## src/rtl/mic1_uart_tx.sv

```systemverilog
// mic1_uart_tx -- buffered 8N1 UART transmitter for the MIC-1 SoC serial path.
//
// Bytes enter a small circular FIFO through a valid/ready handshake. A
// baud-divided serialiser drains the FIFO onto ser_tx: one start bit (0),
// eight data bits LSB first, and one stop bit (1), each held bit_div clocks.
// The clocks-per-bit divider is runtime-writable. A new value applies from
// the next frame start, and values 0 and 1 are clamped to 2.
//
// Ports:
//   clk        in   system clock, single domain
//   resetn     in   synchronous active-low reset
//   div_we     in   divider write strobe
//   div_wdata  in   new clocks-per-bit value (16 bit)
//   tx_valid   in   producer has a byte
//   tx_data    in   byte to send
//   tx_ready   out  FIFO not full; byte transfers when tx_valid && tx_ready
//   fifo_level out  bytes queued, excluding the byte being shifted out
//   tx_busy    out  frame in progress or bytes queued
//   ser_tx     out  serial line, idles high
module mic1_uart_tx #(
  parameter int DEFAULT_DIV = 104,
  parameter int FIFO_DEPTH  = 8,
  parameter int LEVEL_W     = $clog2(FIFO_DEPTH) + 1
) (
  input  logic               clk,
  input  logic               resetn,
  input  logic               div_we,
  input  logic [15:0]        div_wdata,
  input  logic               tx_valid,
  input  logic [7:0]         tx_data,
  output logic               tx_ready,
  output logic [LEVEL_W-1:0] fifo_level,
  output logic               tx_busy,
  output logic               ser_tx
);

  localparam int AW = $clog2(FIFO_DEPTH);

  typedef enum logic [1:0] {
    S_IDLE,
    S_START,
    S_DATA,
    S_STOP
  } state_t;

  // FIFO storage and pointers (one extra bit distinguishes full from empty)
  logic [7:0]  mem [FIFO_DEPTH];
  logic [AW:0] wr_ptr;
  logic [AW:0] rd_ptr;
  logic [AW:0] ptr_diff;
  logic        fifo_empty;
  logic        fifo_full;
  logic        push;
  logic        pop;
  logic [7:0]  head;

  // Divider and serialiser state
  logic [15:0] div_reg;
  logic [15:0] div_eff;
  state_t      state, state_n;
  logic        ser_n;
  logic [7:0]  shift, shift_n;
  logic [15:0] bit_div, bit_div_n;
  logic [15:0] cyc_cnt, cyc_n;
  logic [2:0]  bit_cnt, bit_n;
  logic        bit_done;

  assign ptr_diff   = wr_ptr - rd_ptr;
  assign fifo_empty = (wr_ptr == rd_ptr);
  assign fifo_full  = (wr_ptr[AW] != rd_ptr[AW]) &&
                      (wr_ptr[AW-1:0] == rd_ptr[AW-1:0]);
  assign head       = mem[rd_ptr[AW-1:0]];

  // Ready reflects registered fullness only; a same-cycle pop does not free
  // a slot for the producer until the following cycle.
  assign tx_ready   = !fifo_full;
  assign push       = tx_valid && !fifo_full;
  assign fifo_level = LEVEL_W'(ptr_diff);
  assign tx_busy    = (state != S_IDLE) || !fifo_empty;

  assign div_eff    = (div_reg < 16'd2) ? 16'd2 : div_reg;
  assign bit_done   = (cyc_cnt == bit_div - 16'd1);

  // Next-state and datapath logic for the serialiser.
  always_comb begin
    // NOTE: every signal written here gets a default first, so no path
    // through the case leaves one unassigned and infers a latch.
    state_n   = state;
    ser_n     = ser_tx;
    shift_n   = shift;
    bit_div_n = bit_div;
    cyc_n     = cyc_cnt + 16'd1;
    bit_n     = bit_cnt;
    pop       = 1'b0;

    unique case (state)
      S_IDLE: begin
        cyc_n = 16'd0;
        if (!fifo_empty) begin
          pop       = 1'b1;
          shift_n   = head;
          bit_div_n = div_eff;
          bit_n     = 3'd0;
          ser_n     = 1'b0;
          state_n   = S_START;
        end
      end

      S_START: begin
        if (bit_done) begin
          cyc_n   = 16'd0;
          ser_n   = shift[0];
          state_n = S_DATA;
        end
      end

      S_DATA: begin
        if (bit_done) begin
          cyc_n = 16'd0;
          if (bit_cnt == 3'd7) begin
            ser_n   = 1'b1;
            state_n = S_STOP;
          end else begin
            bit_n   = bit_cnt + 3'd1;
            shift_n = {1'b0, shift[7:1]};
            ser_n   = shift[1];
          end
        end
      end

      S_STOP: begin
        if (bit_done) begin
          cyc_n = 16'd0;
          // Chain straight into the next start bit so back-to-back frames
          // are exactly ten bit times apart.
          if (!fifo_empty) begin
            pop       = 1'b1;
            shift_n   = head;
            bit_div_n = div_eff;
            bit_n     = 3'd0;
            ser_n     = 1'b0;
            state_n   = S_START;
          end else begin
            ser_n   = 1'b1;
            state_n = S_IDLE;
          end
        end
      end

      default: begin
        ser_n   = 1'b1;
        cyc_n   = 16'd0;
        state_n = S_IDLE;
      end
    endcase
  end

  // Control and datapath registers.
  always_ff @(posedge clk) begin
    // NOTE: sequential state uses non-blocking assignments so every register
    // samples its inputs from before the edge, independent of statement order.
    if (!resetn) begin
      state   <= S_IDLE;
      ser_tx  <= 1'b1;
      shift   <= 8'd0;
      bit_div <= 16'd2;
      cyc_cnt <= 16'd0;
      bit_cnt <= 3'd0;
      wr_ptr  <= '0;
      rd_ptr  <= '0;
      div_reg <= 16'(DEFAULT_DIV);
    end else begin
      state   <= state_n;
      ser_tx  <= ser_n;
      shift   <= shift_n;
      bit_div <= bit_div_n;
      cyc_cnt <= cyc_n;
      bit_cnt <= bit_n;
      if (push) wr_ptr <= wr_ptr + 1'b1;
      if (pop)  rd_ptr <= rd_ptr + 1'b1;
      if (div_we) div_reg <= div_wdata;
    end
  end

  // FIFO storage.
  always_ff @(posedge clk) begin
    // NOTE: the byte array is deliberately not reset; resetting the pointers
    // already marks every entry invalid, and unreset storage maps onto RAM.
    if (push) mem[wr_ptr[AW-1:0]] <= tx_data;
  end

endmodule

```

## config.mk

```make
export PLATFORM = sky130hd
export DESIGN_NAME = mic1_uart_tx
export DESIGN_NICKNAME = d
export VERILOG_FILES = /design/src/rtl/mic1_uart_tx.sv
export SDC_FILE = /design/constraint.sdc
export NUM_CORES = 1
export LEC_CHECK = 0
export ABC_AREA = 1
export CAP_MARGIN = 40
export CELL_PAD_IN_SITES_DETAIL_PLACEMENT = 0
export CELL_PAD_IN_SITES_GLOBAL_PLACEMENT = 2
export CORE_UTILIZATION = 37
export DETAILED_ROUTE_END_ITERATION = 12
export GPL_TIMING_DRIVEN = 0
export HOLD_SLACK_MARGIN = 0.08
export PLACE_DENSITY_LB_ADDON = 0.1
export SLEW_MARGIN = 20
export SYNTH_ARGS = -nofsm -noshare
export SYNTH_HDL_FRONTEND = slang
export SYNTH_SLANG_ARGS = --single-unit
```

## constraint.sdc

```tcl
create_clock -name clk -period 2.6 [get_ports clk]
set_input_delay 0.39 -clock clk [delete_from_list [all_inputs] [get_ports clk]]
set_output_delay 0.39 -clock clk [all_outputs]
set_load 0.01 [all_outputs]
```

Word level (Yosys, flattened, before mapping)
Memory sizes are Yosys's and may differ from the RTL's. A register that Yosys moved wholly into a read port is not among the register bits.
Index checks and enable logic that the tools add are counted.
{"block": "classes", "eq_ne": 14, "n_reduce_logical": 14, "mux": 37, "add_sub_neg": 6, "magnitude_cmp": 1}
{"op": "16-bit 2-to-1 mux", "n": 4}
{"op": "16-bit case mux with 2 select lines", "n": 2}
{"op": "8-bit 2-to-1 mux", "n": 4}
{"op": "8-bit case mux with 3 select lines", "n": 1}
{"op": "3-bit 2-to-1 mux", "n": 6}
{"op": "16-bit by 1-bit adder with 16-bit output (second input constant)", "n": 1}
{"op": "16-bit == test", "n": 1}
{"op": "16-bit by 2-bit less-than comparator with 1-bit output (second input constant)", "n": 1}
{"op": "16-bit by 1-bit subtractor with 16-bit output (second input constant)", "n": 1}
{"op": "2-bit != test (second input constant)", "n": 6}
{"op": "1-bit 2-to-1 mux", "n": 11}
{"op": "2-bit 2-to-1 mux", "n": 5}
{"op": "3-bit case mux with 3 select lines", "n": 1}
{"op": "4-bit by 1-bit adder with 4-bit output (second input constant)", "n": 2}
{"op": "2-bit case mux with 4 select lines", "n": 1}
{"op": "4-bit AND reduction", "n": 2}
{"op": "5-bit AND reduction", "n": 1}
{"op": "2-bit == test (second input constant)", "n": 2}
{"op": "4-bit == test", "n": 1}
{"op": "1-bit case mux with 4 select lines", "n": 1}
{"op": "2-bit nonzero test", "n": 2}
{"op": "4-bit subtractor", "n": 1}
{"op": "3-bit by 1-bit adder with 3-bit output (second input constant)", "n": 1}
{"op": "3-bit == test", "n": 1}
{"op": "other kinds (11)", "n": 13}
{"block": "word_totals", "in_bits": 28, "ramBits": 64, "memories": 1, "elab_cells": 82, "output_inout_bits": 7, "regBits": 70}
{"memory": "mem", "words": 8, "word_bits": 8, "rd": 1, "rd_clocked_by_memory_dff": 1, "write_ports": 1, "line": "47", "text": "logic [7:0] mem [FIFO_DEPTH];"}

Depth between registers and ports, before layout
{"block": "logic_depth", "word_depth": 6, "depth_mapped": 20, "ltp_nobuf": 18}

Worst setup path before layout
OpenSTA, ideal clock, no wires.
{"block": "synth_timing", "kind": "register to register", "startpoint": "register rd_ptr[2]", "endpoint": "register bit_div[0]", "stages_incl_launch_ff": 9, "arrival_time_ns": 1.946, "period_less_slack_ns": 2.074, "required_time_ns": 2.472, "setup_time_ns": 0.128, "n_path_buf": 0, "slack_ns": 0.526, "path_cell_list": "dfxtp_1 > inv_1 > ha_1 > inv_1 > nor4_1 > nor2_1 > a21boi_2 > o21ai_0 > nor2_1"}
{"block": "synth_between", "elab_chain_cells": 4}
{"element": "from (decl)", "line": "49", "text": "logic [AW:0] rd_ptr;"}
{"element": "from (signal assigned)", "line": "180", "text": "if (pop) rd_ptr <= rd_ptr + 1'b1;"}
{"element": "4-bit == test *", "line": "69", "text": "assign fifo_empty = (wr_ptr == rd_ptr);"}
{"element": "16-bit 2-to-1 mux *"}
{"element": "16-bit 2-to-1 mux"}
{"element": "16-bit case mux with 2 select lines *"}
{"element": "to (signal assigned)", "line": "176", "text": "bit_div <= bit_div_n;"}
{"element": "to (decl)", "line": "63", "text": "logic [15:0] bit_div, bit_div_n;"}
Every way passes the cells marked *; elsewhere a longest branch is shown, timed or not. The select of a mux whose other input is x is not followed.
A chain may end at the register's enable or synchronous reset.

Final worst setup path
{"block": "layout_timing", "startpoint": "register wr_ptr[0]", "endpoint": "output fifo_level[1]"}
{"block": "layout_between", "elab_chain_cells": 1}
{"element": "from (decl)", "line": "48", "text": "logic [AW:0] wr_ptr;"}
{"element": "from (signal assigned)", "line": "179", "text": "if (push) wr_ptr <= wr_ptr + 1'b1;"}
{"element": "4-bit subtractor", "line": "68", "text": "assign ptr_diff = wr_ptr - rd_ptr;"}
{"element": "to (decl)", "line": "32", "text": "output logic [LEVEL_W-1:0] fifo_level,"}
Every way passes these cells.

==> metrics.txt <==
status=finished clean; largest family of logic cells by synthesized area=simple AND/OR/NAND/NOR gates; synthesized cell area=6530 sq um; WP buf/inv=3; Synth Flop Type=dfxtp_1; Vias=roughly 5400; Critical Path Fanout Max=3; Max Fclk=0.403 GHz; Die Ht=135 um; top cell type's share of synthesized area=29.4%; Final setup viols=0; Skew-Pair Late Insertion Delay=0.43 ns; final wirelength=between 15 and 20 mm; Placer Congestion=0.790; Worst setup EP type=primary output; post-synthesis xor/xnor area fraction=2.82%; n_diodes=0; R2R setup slack=0.20 ns; Max Root-Sink Buffers=2; dpl cell area=7190 sq um; Worst EP required=2.21 ns; DR pass1 iterations=5; largest net degree at the start of global routing=17; async set-reset flop share out of synthesis=0%; Cell Rows=48; delay-heaviest family, CP=adder cells; Slew @ Worst Pin=0.659 ns; CORE AREA=17200 sq um; Most common cell on crit path=inv_1; design area=7900 sq um; number of remaining DRC errors=0; max reg flops=64; mux contribution to synthesized area=0%; area of the multi-input gates=2750 sq um; Post-synth EDFFs=64; worst slack, placed=-0.291 ns; Post-Syn Instances=783; Hold Slack=0.456 ns; Non-Filler Instances=~1100; Avg Inst Size Synth=8.34 sq um; Seq/Total Area, Yosys=51.8%; Setup CP Type=flip-flop to primary output; Final Hold Viols=0; CP startpoint kind=flip-flop; Crit-path slowest cell=clkdlybuf4s50_1; # fillers=roughly 1600; Worst Path Arrival=2.09 ns; Slowest Stage Delay on Critical Path=0.52 ns; Pins Over Slew Limit=0; number of global-route vias before repair=5289; power per cell area=1070 nW/um^2; Leak=3.18 nW; Via-to-Cell Ratio=between 4 and 5; CTS root buf=clkbuf_16; Max Cap Viol=0; die width=135 um; Slew HR=a little under three fifths; CTS clk-pin slew, worst paths=0.06 ns; post-layout worst setup margin=0.118 ns; Synth Area in Compound Gates=about a tenth; fin crit share=95.5%; Hold Buf Count CTS=0; RSZ-0062 raised after global routing=yes; Overflow after GRT=0; dpl cells=roughly 1000; CTS tree=yes; cell taking the most area after synthesis=edfxtp_1; die area=18200 sq um; PortBufs=33; Iter 0 DRT Violations=316; NumNets Final=890; syn nets=826; Clock Skews=roughly 0.012 ns; first-pass GRT wire length=around 27 mm; simple-gate share of the synthesized area=25.3%; Hold Path Class=input port to flip-flop; Post-DP HPWL=12.2 mm; Syn. warnings=0; CP Cell Sequence=inv_1 > ha_1 > fa_1 > inv_1 > clkdlybuf4s50_1; worst vdd ir=604 uV; Num CTS Buffers=17; layout cells sized above 1=11.0%; # IOs=35; clk sink count=between 100 and 150; Synth Area in Adders=2.99%; Distinct cells, synth=40; storage element area=3390 sq um; initial antenna violation count=0; Seq cells post-synth=137; Initial Util=37.9%; area grow syn2layout=20.9%; largest cells by area after synthesis=edfxtp_1, dfxtp_1, nand2_1; post-route ant nets=0; GR Util All Layers=approximately 20%; Setup TNS Final=0 ns; wire per inst=15.5 um; H-Tree Depth=4; Final min period=2.48 ns
[cell families after synthesis]
group | after synthesis
simple gates | 374
fa+ha+maj | 15
xor+xnor | 21
compound gates | 126
flops | 137
buf+inv | 110
[cells in the final DEF (no fill, tap or decap), types with 3 or more instances in the layout]
cell             netlist  layout
buf_6                  2       3
clkbuf_1              17      17
nand2_2                8       9
nand2_1              152     151
nor2_2                 6       7
buf_2                  4       3
dlygate4sd2_1          0       3
inv_1                 75      75
inv_2                  9       9
clkinvlp_4             0       3
nor3b_1                5       5
buf_4                  1      12
dfxtp_1               73      69
edfxtp_1              64      64
o221ai_1               4       4
o21ai_0               71      66
clkdlybuf4s50_1        0      30
nor2_1               120     118
nor2_4                 2       3
o21ai_1                1       6
xor2_1                12      12
clkbuf_16              0      17
nor4_1                 4       3
or2_2                  3       3
ha_1                  14      13
inv_6                  0       5
dfxtp_2                0       4
xnor2_1                9       9
o22ai_1               13      13
nor3_1                 6       6
a21oi_1               32      32
nand4_1               19      19
nand3_1               43      43
[final timing paths]
path              start             to  cells past startpoint
max           wr_ptr[0]  fifo_level[1]                      5
min reg2reg      ser_tx         ser_tx                      2
max reg2reg  bit_div[1]       state[1]                     15
min              resetn      wr_ptr[2]                      3
[Yosys cell counts, types with 2 or more instances]
master	n
a21oi_1	32
buf_2	4
buf_6	2
clkbuf_1	17
clkinv_1	2
dfxtp_1	73
edfxtp_1	64
ha_1	14
inv_1	75
inv_2	9
nand2_1	152
nand2_2	8
nand3_1	43
nand4_1	19
nor2_1	120
nor2_2	6
nor2_4	2
nor3_1	6
nor3b_1	5
nor4_1	4
o21ai_0	71
o221ai_1	4
o22ai_1	13
or2_2	3
xnor2_1	9
xor2_1	12
[layout make-up]
class | count | area share (%)
clock inverters | 15 | 2.31
inverters | 86 | 4.09
clock buffers | 17 | 5.39
repair buffers | 45 | 5.32
well taps | 225 | 3.57
flip-flops and latches | 137 | 42.9
plain buffers | 24 | 1.57
multi-input cells | 536 | 34.8
[metal layers]
layer	wire length, um	up-vias	track usage, %
met1	7150	2512	22.3
met2	8910	91	37.2
met5	0	-	0
li1	-	2744	-
met4	180	0	5.24
met3	530	14	3.83
[tightest hold or removal path: stages]
cell,delay (ns)
clkbuf_1,0.24
o21ai_0,0.16
a21oi_1,0.05
[repair_timing]
| item | CTS | global route |
|---|---|---|
| endpoints found under the setup margin | 18 | 39 |
| gates resized for setup | 8 | 16 |
| buffers inserted | 2 | 2 |
| pin swaps | 1 | 0 |
[power breakdown]
| group | internal [mW] | switching [mW] |
|---|---|---|
| Sequential | 2.51 | 0.237 |
| Clock | 1.45 | 1.04 |
| Combinational | 1.18 | 2.03 |
| Total | 5.14 | 3.31 |
[metrics by stage]
stage / power (mW) / util, %
detailed placement: 5.88 / 41.7
floorplan: 4.97 / -
global placement: 5.83 / 41.4
global route: 9.04 / 45.8
finish: 8.44 / 45.8
CTS: 8.43 / 45.4
No activity file was read; power rests on OpenSTA's default activity.
